===== config.mk =====
export PLATFORM = sky130hd
export DESIGN_NAME = ysyx_24100005_register_file
export DESIGN_NICKNAME = d
export VERILOG_FILES = /design/src/rtl/ysyx_24100005_pkg.sv /design/src/rtl/ysyx_24100005_Reg.sv /design/src/rtl/ysyx_24100005_register_file.sv
export SDC_FILE = /design/constraint.sdc
export NUM_CORES = 2
export LEC_CHECK = 0
export CORE_ASPECT_RATIO = 0.9
export CORE_MARGIN = 2
export CORE_UTILIZATION = 45
export CTS_CLUSTER_SIZE = 30
export DETAILED_ROUTE_END_ITERATION = 6
export PLACE_DENSITY = 0.71
export SKIP_LAST_GASP = 1
export SLEW_MARGIN = 40
export SYNTH_ARGS = -nofsm -noshare
export SYNTH_HDL_FRONTEND = slang
export SYNTH_SLANG_ARGS = --single-unit

===== constraint.sdc =====
create_clock -name clk -period 2.9 [get_ports clk]
set_input_delay 0.725 -clock clk [delete_from_list [all_inputs] [get_ports clk]]
set_output_delay 0.725 -clock clk [all_outputs]
set_load 0.1 [all_outputs]

===== src/rtl/ysyx_24100005_pkg.sv =====
// Shared constants for the ysyx_24100005 core.
//   REG_ADDR_W : default register index width
//   XLEN       : default integer register width
//   NUM_REGS   : architectural register count
//   ZERO_REG   : index of the hard-wired zero register
package ysyx_24100005_pkg;
    localparam int REG_ADDR_W = 5;
    localparam int XLEN       = 32;
    localparam int NUM_REGS   = 32;
    localparam int ZERO_REG   = 0;
endpackage


===== src/rtl/ysyx_24100005_Reg.sv =====
// Single register with write enable and async active-low clear.
//   clk  : clock, captures d on rising edge when en=1
//   rst  : async reset, active low, clears q to 0
//   en   : write enable
//   d    : write data
//   q    : stored value
module ysyx_24100005_Reg #(
    parameter int WIDTH = 32
) (
    input  logic             clk,
    input  logic             rst,
    input  logic             en,
    input  logic [WIDTH-1:0] d,
    output logic [WIDTH-1:0] q
);

    always_ff @(posedge clk or negedge rst) begin
        if (!rst)
            q <= '0;
        else if (en)
            q <= d;
    end

endmodule


===== src/rtl/ysyx_24100005_register_file.sv =====
// Integer register file: two combinational read ports, one synchronous
// write port, x0 hard-wired to zero, async active-low clear of all entries.
//   clk             : clock, writes on rising edge
//   rst             : async reset, active low
//   wen/waddr/wdata : write port
//   rs1addr/rs1data : read port 1 (combinational)
//   rs2addr/rs2data : read port 2 (combinational)
module ysyx_24100005_register_file
    import ysyx_24100005_pkg::*;
#(
    parameter int ADDR_WIDTH = REG_ADDR_W,
    parameter int DATA_WIDTH = XLEN
) (
    input  logic                  clk,
    input  logic                  rst,
    input  logic                  wen,
    input  logic [ADDR_WIDTH-1:0] waddr,
    input  logic [DATA_WIDTH-1:0] wdata,
    input  logic [ADDR_WIDTH-1:0] rs1addr,
    input  logic [ADDR_WIDTH-1:0] rs2addr,
    output logic [DATA_WIDTH-1:0] rs1data,
    output logic [DATA_WIDTH-1:0] rs2data
);

    localparam int NREGS = 2 ** ADDR_WIDTH;
    localparam logic [ADDR_WIDTH-1:0] ZERO_IDX = ADDR_WIDTH'(ZERO_REG);

    logic [DATA_WIDTH-1:0] regs [NREGS];

    // Entry 0 has no storage; tie it off so the read mux is uniform.
    assign regs[0] = '0;

    generate
        for (genvar i = 1; i < NREGS; i++) begin : g_reg
            ysyx_24100005_Reg #(
                .WIDTH (DATA_WIDTH)
            ) u_reg (
                .clk (clk),
                .rst (rst),
                .en  (wen && (waddr == ADDR_WIDTH'(i))),
                .d   (wdata),
                .q   (regs[i])
            );
        end
    endgenerate

    // No write bypass: a same-cycle write shows up only after the edge.
    assign rs1data = (rs1addr == ZERO_IDX) ? '0 : regs[rs1addr];
    assign rs2data = (rs2addr == ZERO_IDX) ? '0 : regs[rs2addr];

endmodule


Word-level counts from Yosys, hierarchy flattened
Index checks and enable logic that the tools add are counted.
{ "op_classes": {"n_lt_le_gt_ge": 2, "muxes": 8, "n_eq_ne": 31, "n_reduce_logical": 33, "bitwise": 2} }
{ "ops": {"columns": ["cell", "n"], "rows": [
  ["binary-select mux 32 bit (select 5 bit)", 2],
  ["2-to-1 mux 32 bit", 6],
  ["== test 5 bit, second input constant", 16],
  ["== test 5 x 4 -> 1 bit, second input constant", 8],
  ["logical AND 1 bit", 31],
  ["== test 5 x 3 -> 1 bit, second input constant", 4],
  ["greater-or-equal comparator 6 bit, second input constant", 2],
  ["inverter 5 -> 6 bit", 2],
  ["== test 5 x 2 -> 1 bit, second input constant", 2],
  ["zero test 5 bit", 2],
  ["== test 5 x 1 -> 1 bit, second input constant", 1]
]} }
{ "word_totals": {"reg_bits": 992, "word_cells": 107, "output_inout_bits": 64} }

Longest topological paths before layout
{ "logic_depth": {"word_depth": 5, "ltp_mapped": 9, "ltp_nobuf": 5} }

Cells and area by module
A second synthesis with hierarchy kept.
{ "hier_totals": {"hier_cells": 3737, "area_unflattened_um2": 58457.3} }
{ "modules_own_cells": {"columns": ["module", "area_per_inst_um2", "instances", "cells_per_inst"], "rows": [
  ["ysyx_24100005_Reg", 1345.0, 31, 68],
  ["ysyx_24100005_register_file", 16761.1, 1, 1629]
]} }

Worst setup path before layout
Ideal clock, no wire load.
{ "synth_timing": {"path_type": "input to output", "start": "input rs2addr[0]", "end": "output rs2data[10]", "setup_slack_ps": -1898, "path_buffers": 4, "arrival_ps": 4073, "t_required_ps": 2175, "cell_stages": 8, "path_cell_list": "buf_2 -> buf_2 -> buf_4 -> clkbuf_1 -> nor2_1 -> a21oi_1 -> a21oi_1 -> o21ai_0"} }
{ "synth_via": {"elab_chain_cells": 5, "word_cells_on_any_way": 6, "cone_classes": "mux (4); bitwise (1); reduce/logical (1)"} }
{ "synth_lines": {"columns": ["item", "line", "source"], "rows": [
  ["from (decl)", "ysyx_24100005_register_file.sv:20", "input logic [ADDR_WIDTH-1:0] rs2addr,"],
  ["inverter 5 -> 6 bit (not written as such)", "ysyx_24100005_register_file.sv:49", "assign rs2data = (rs2addr == ZERO_IDX) ? '0 : regs[rs2addr];"],
  ["binary-select mux 32 bit (select 5 bit)", "ysyx_24100005_register_file.sv:49", null],
  ["2-to-1 mux 32 bit (not written as such) (2 in series)", "ysyx_24100005_register_file.sv:49", null],
  ["2-to-1 mux 32 bit (*)", "ysyx_24100005_register_file.sv:49", null],
  ["to (decl)", "ysyx_24100005_register_file.sv:22", "output logic [DATA_WIDTH-1:0] rs2data"]
]} }
Mark *: on every way between the ends. The rest lies on a longest branch, timed or not. The select of a mux whose other input is x is not followed.

Worst setup path in the final report
{ "layout_timing": {"start": "input rs1addr[1]", "end": "output rs1data[6]"} }
{ "layout_via": {"elab_chain_cells": 5, "word_cells_on_any_way": 6, "cone_classes": "mux (4); bitwise (1); reduce/logical (1)"} }
{ "layout_lines": {"columns": ["item", "line", "source"], "rows": [
  ["from (decl)", "ysyx_24100005_register_file.sv:19", "input logic [ADDR_WIDTH-1:0] rs1addr,"],
  ["inverter 5 -> 6 bit (not written as such)", "ysyx_24100005_register_file.sv:48", "assign rs1data = (rs1addr == ZERO_IDX) ? '0 : regs[rs1addr];"],
  ["binary-select mux 32 bit (select 5 bit)", "ysyx_24100005_register_file.sv:48", null],
  ["2-to-1 mux 32 bit (not written as such) (2 in series)", "ysyx_24100005_register_file.sv:48", null],
  ["2-to-1 mux 32 bit (*)", "ysyx_24100005_register_file.sv:48", null],
  ["to (decl)", "ysyx_24100005_register_file.sv:21", "output logic [DATA_WIDTH-1:0] rs1data,"]
]} }
Marked as above.

==> flow_summary.ini <==
[outcome]
status = finished, violations left
violations = setup timing

[sta]
slew_violations = 0
hold_violations = 0
hold_ws_ns = 0.5220
fin_tns_setup_ns = -21.78
tightest_slew_ns = 0.7795
setup_viol = 64
rsz0062_at_grt = true
fin_skew_ns = 0
period_share_pct = 116.5
fin_ws_ns = -0.4793
min_period_ns = 3.379
slew_headroom_pct = 47.80
fmax_ghz = 0.2959

[clocking]
clock_latency_ns = 0.71
cts_inserted_buffers = 107
root_buffer = clkbuf_16
cts_tree = yes
cts.path.max_buffers = 3
cts.sink_count = 992
path_clk_slew_ns = 0.06
htreeDepth = 3

[synth]
synthCells = 3815
ys_ff_latch = 992
synth_fp_nets = 3865
ys_seq_area_share_pct = 46.52
ys_types = 39
yosysWarnings = 0
syn-cell-area_sq_um = 53360
synth_area_per_cell_sq_um = 13.99

[floorplan]
rows = 119
ioPinCount = 114
die_y_microns = 330.7
die_w_microns = 367.0
initial_core_util_pct = 45.48
dieArea_sq_um = 121400
core_sq_um = 117300

[global_routing]
grt_pass1_wl_microns = 272800
met1_usage_pct = 41.51
busiest_layer = met2
grtUsageMet3_pct = 6.368
grt_pass1_vias = 39430
grt_overflow = 0
grt_usage_pct = 30.48
antenna_found_initial = 1
grt_max_degree = 93
grt_use_met2_pct = 47.64

[routing]
drt.antenna.violating_nets = 0
vias = 38740
drt-initial-drc-count = 3935
routedWlPerCell_microns = 31.79
routed_wl_microns = 188600
drc = 0
drt_pass1_iterations = 5
viasPerCell = 6.530

[power_and_ir_drop]
finalPower_mw = 45.40
p_per_area_nw_per_um2 = 657.3
p_leak_nw = 29.97
ir_worst_vdd_v = 0.0005157

[setup_path]
arrival_ns = 2.65
crit_path_max_incr_delay_ns = 0.44
cp-end-kind = primary output
cp-start-kind = input pin
required_ns = 2.17
worstPathCellList = buf_16, buf_16, buf_12, mux2_4, a22o_1, mux4_2, mux2_4, buf_12
critPathMaxFanout = 6
crit_type = in -> out
slowest_stage = mux4_2

[finish]
largest_register = g.u_reg.q
stdcell_area_sq_um = 69060
nets = 4318
nFillCells = 8828
largest_register_ffs = 992
drive_gt1_share_pct = 60.66
reg_top3 = g.u_reg.q (992)
area_growth_pct = 29.42

[placed_design]
dpl.hpwl_microns = 114700
pre_cts_slack_ns = -0.5511
globalplace.congestion = 0.8743
placed_cell_area_sq_um = 62130
port_buffers = 113

[hold_path]
hold_class = reg -> reg

[job]
maxCapViolations = 0
[worst max-delay path, delay by kind of cell]
kind | cells | cell delay (ns)
AOI/OAI and AO/OA | 1 | 0.20
muxes | 3 | 1.07
buffers and inverters | 4 | 0.63
[metal layers]
| layer | wire, microns | vias to the layer above | part of all wire (%) |
|---|---|---|---|
| met5 | 16 | - | 0.0085 |
| met4 | 10180 | 2 | 5.4 |
| met1 | 73020 | 20480 | 39 |
| met2 | 85900 | 2307 | 46 |
| li1 | - | 15410 | - |
| met3 | 19480 | 545 | 10 |
[logic make-up (layout without fill, tap and decap cells)]
family / after synthesis / in the layout / share of synthesized area, %
AO/OA/AOI/OAI: 359 / 359 / 4.356
buffers and inverters: 411 / 955 / 3.306
flip-flops: 992 / 992 / 46.52
multiplexers: 1634 / 1634 / 42.32
other: 0 / 1 / 0
AND/OR/NAND/NOR: 419 / 419 / 3.503
[report_power, final]
group	switching [mW]	internal (mW)	total (mW)	leakage [nW]
Clock	5.96	8.50	14.5	1.82
Sequential	2.15	16.6	18.7	12.7
Combinational	5.56	6.66	12.2	15.5
[what timing repair did]
| action | 4_1_cts | 5_1_grt |
|---|---|---|
| hold endpoints to repair | 35 | 0 |
| pin swaps | 82 | 97 |
| setup endpoints to repair | 64 | 64 |
| resized for setup | 168 | 161 |
| gates cloned | 25 | 11 |
| hold buffers | 1 | 0 |
| setup buffers | 76 | 48 |
[synthesized netlist by cell type]
library cell	n	share of area, %
nand2b_1	6	0.070
nor3_2	1	0.019
a22o_1	22	0.36
a32oi_1	1	0.016
clkbuf_1	192	1.4
and2_0	1	0.012
nand4_1	1	0.012
o32ai_1	8	0.13
buf_4	14	0.20
o221ai_1	9	0.15
a22oi_1	33	0.46
nor3_1	44	0.41
nand2_1	204	1.4
a31oi_1	17	0.20
and3_1	1	0.012
mux4_2	388	16
mux2_2	1089	23
nand3b_1	1	0.014
nor4_1	1	0.012
mux2i_1	150	2.8
buf_1	68	0.48
nand3_1	33	0.31
o21ai_0	58	0.54
o22ai_1	18	0.21
nor3b_1	2	0.028
o211ai_1	39	0.55
a21oi_1	113	1.1
clkinv_1	1	0.0070
nor2b_1	52	0.61
dfrtp_1	992	47
nor2_1	64	0.45
and2_1	2	0.023
buf_2	135	1.3
mux2_1	7	0.15
inv_1	1	0.0070
or3_1	3	0.035
a311oi_1	1	0.016
nand4b_1	3	0.049
a221oi_1	40	0.66
[path summary, 6_finish.rpt]
kind	startpoint	endpoint	slack, ns	depth (start not counted)
worst min register to register	g_reg[24].u_reg.q[9]	g_reg[24].u_reg.q[9]	0.52	1
worst max-delay path	rs1addr[1]	rs1data[6]	-0.48	8
max in group asynchronous	rst	g_reg[9].u_reg.q[23]	1.34	4
worst max register to register	g_reg[17].u_reg.q[24]	g_reg[17].u_reg.q[24]	1.99	2
min in group asynchronous	rst	g_reg[21].u_reg.q[2]	0.56	2
worst min-delay path	g_reg[24].u_reg.q[9]	g_reg[24].u_reg.q[9]	0.52	1
[area by class of cell]
class / count / area (sq um) / share of cell area [%]
Multi-Input combinational cell: 2412 / 28520 / 41.30
Clock buffer: 152 / 3099 / 4.487
Tap cell: 1573 / 1968 / 2.850
Inverter: 2 / 10.01 / 0.01449
Timing Repair Buffer: 753 / 10050 / 14.55
Clock inverter: 48 / 593.1 / 0.8587
Sequential cell: 992 / 24820 / 35.94
Antenna cell: 1 / 2.502 / 0.003623
[stage by stage]
step           util (%)  instances
2_1_floorplan         -       3815
3_3_place_gp      52.96       5593
3_5_place_dp      52.96       5593
4_1_cts           57.91       5890
5_1_grt           58.86       5932
6_report          58.86       5933
[cells in the final DEF, fill, tap and decap left out, types with 19 or more instances in the layout]
master	n
mux2_2	1081
clkdlybuf4s50_1	38
dfrtp_1	992
buf_4	371
nor2b_1	37
o211ai_1	39
a21oi_2	48
a221oi_1	23
clkbuf_8	21
nand2_1	157
buf_6	38
nor3_1	19
a22o_1	22
mux4_2	388
clkinv_2	24
nor3_2	23
a21oi_1	63
nand3_1	29
nand2_2	45
buf_16	37
o21ai_4	30
clkbuf_1	22
mux2i_1	138
nor2_1	45
buf_12	229
clkbuf_16	125
Note: power is estimated with default switching activity, not from simulation.
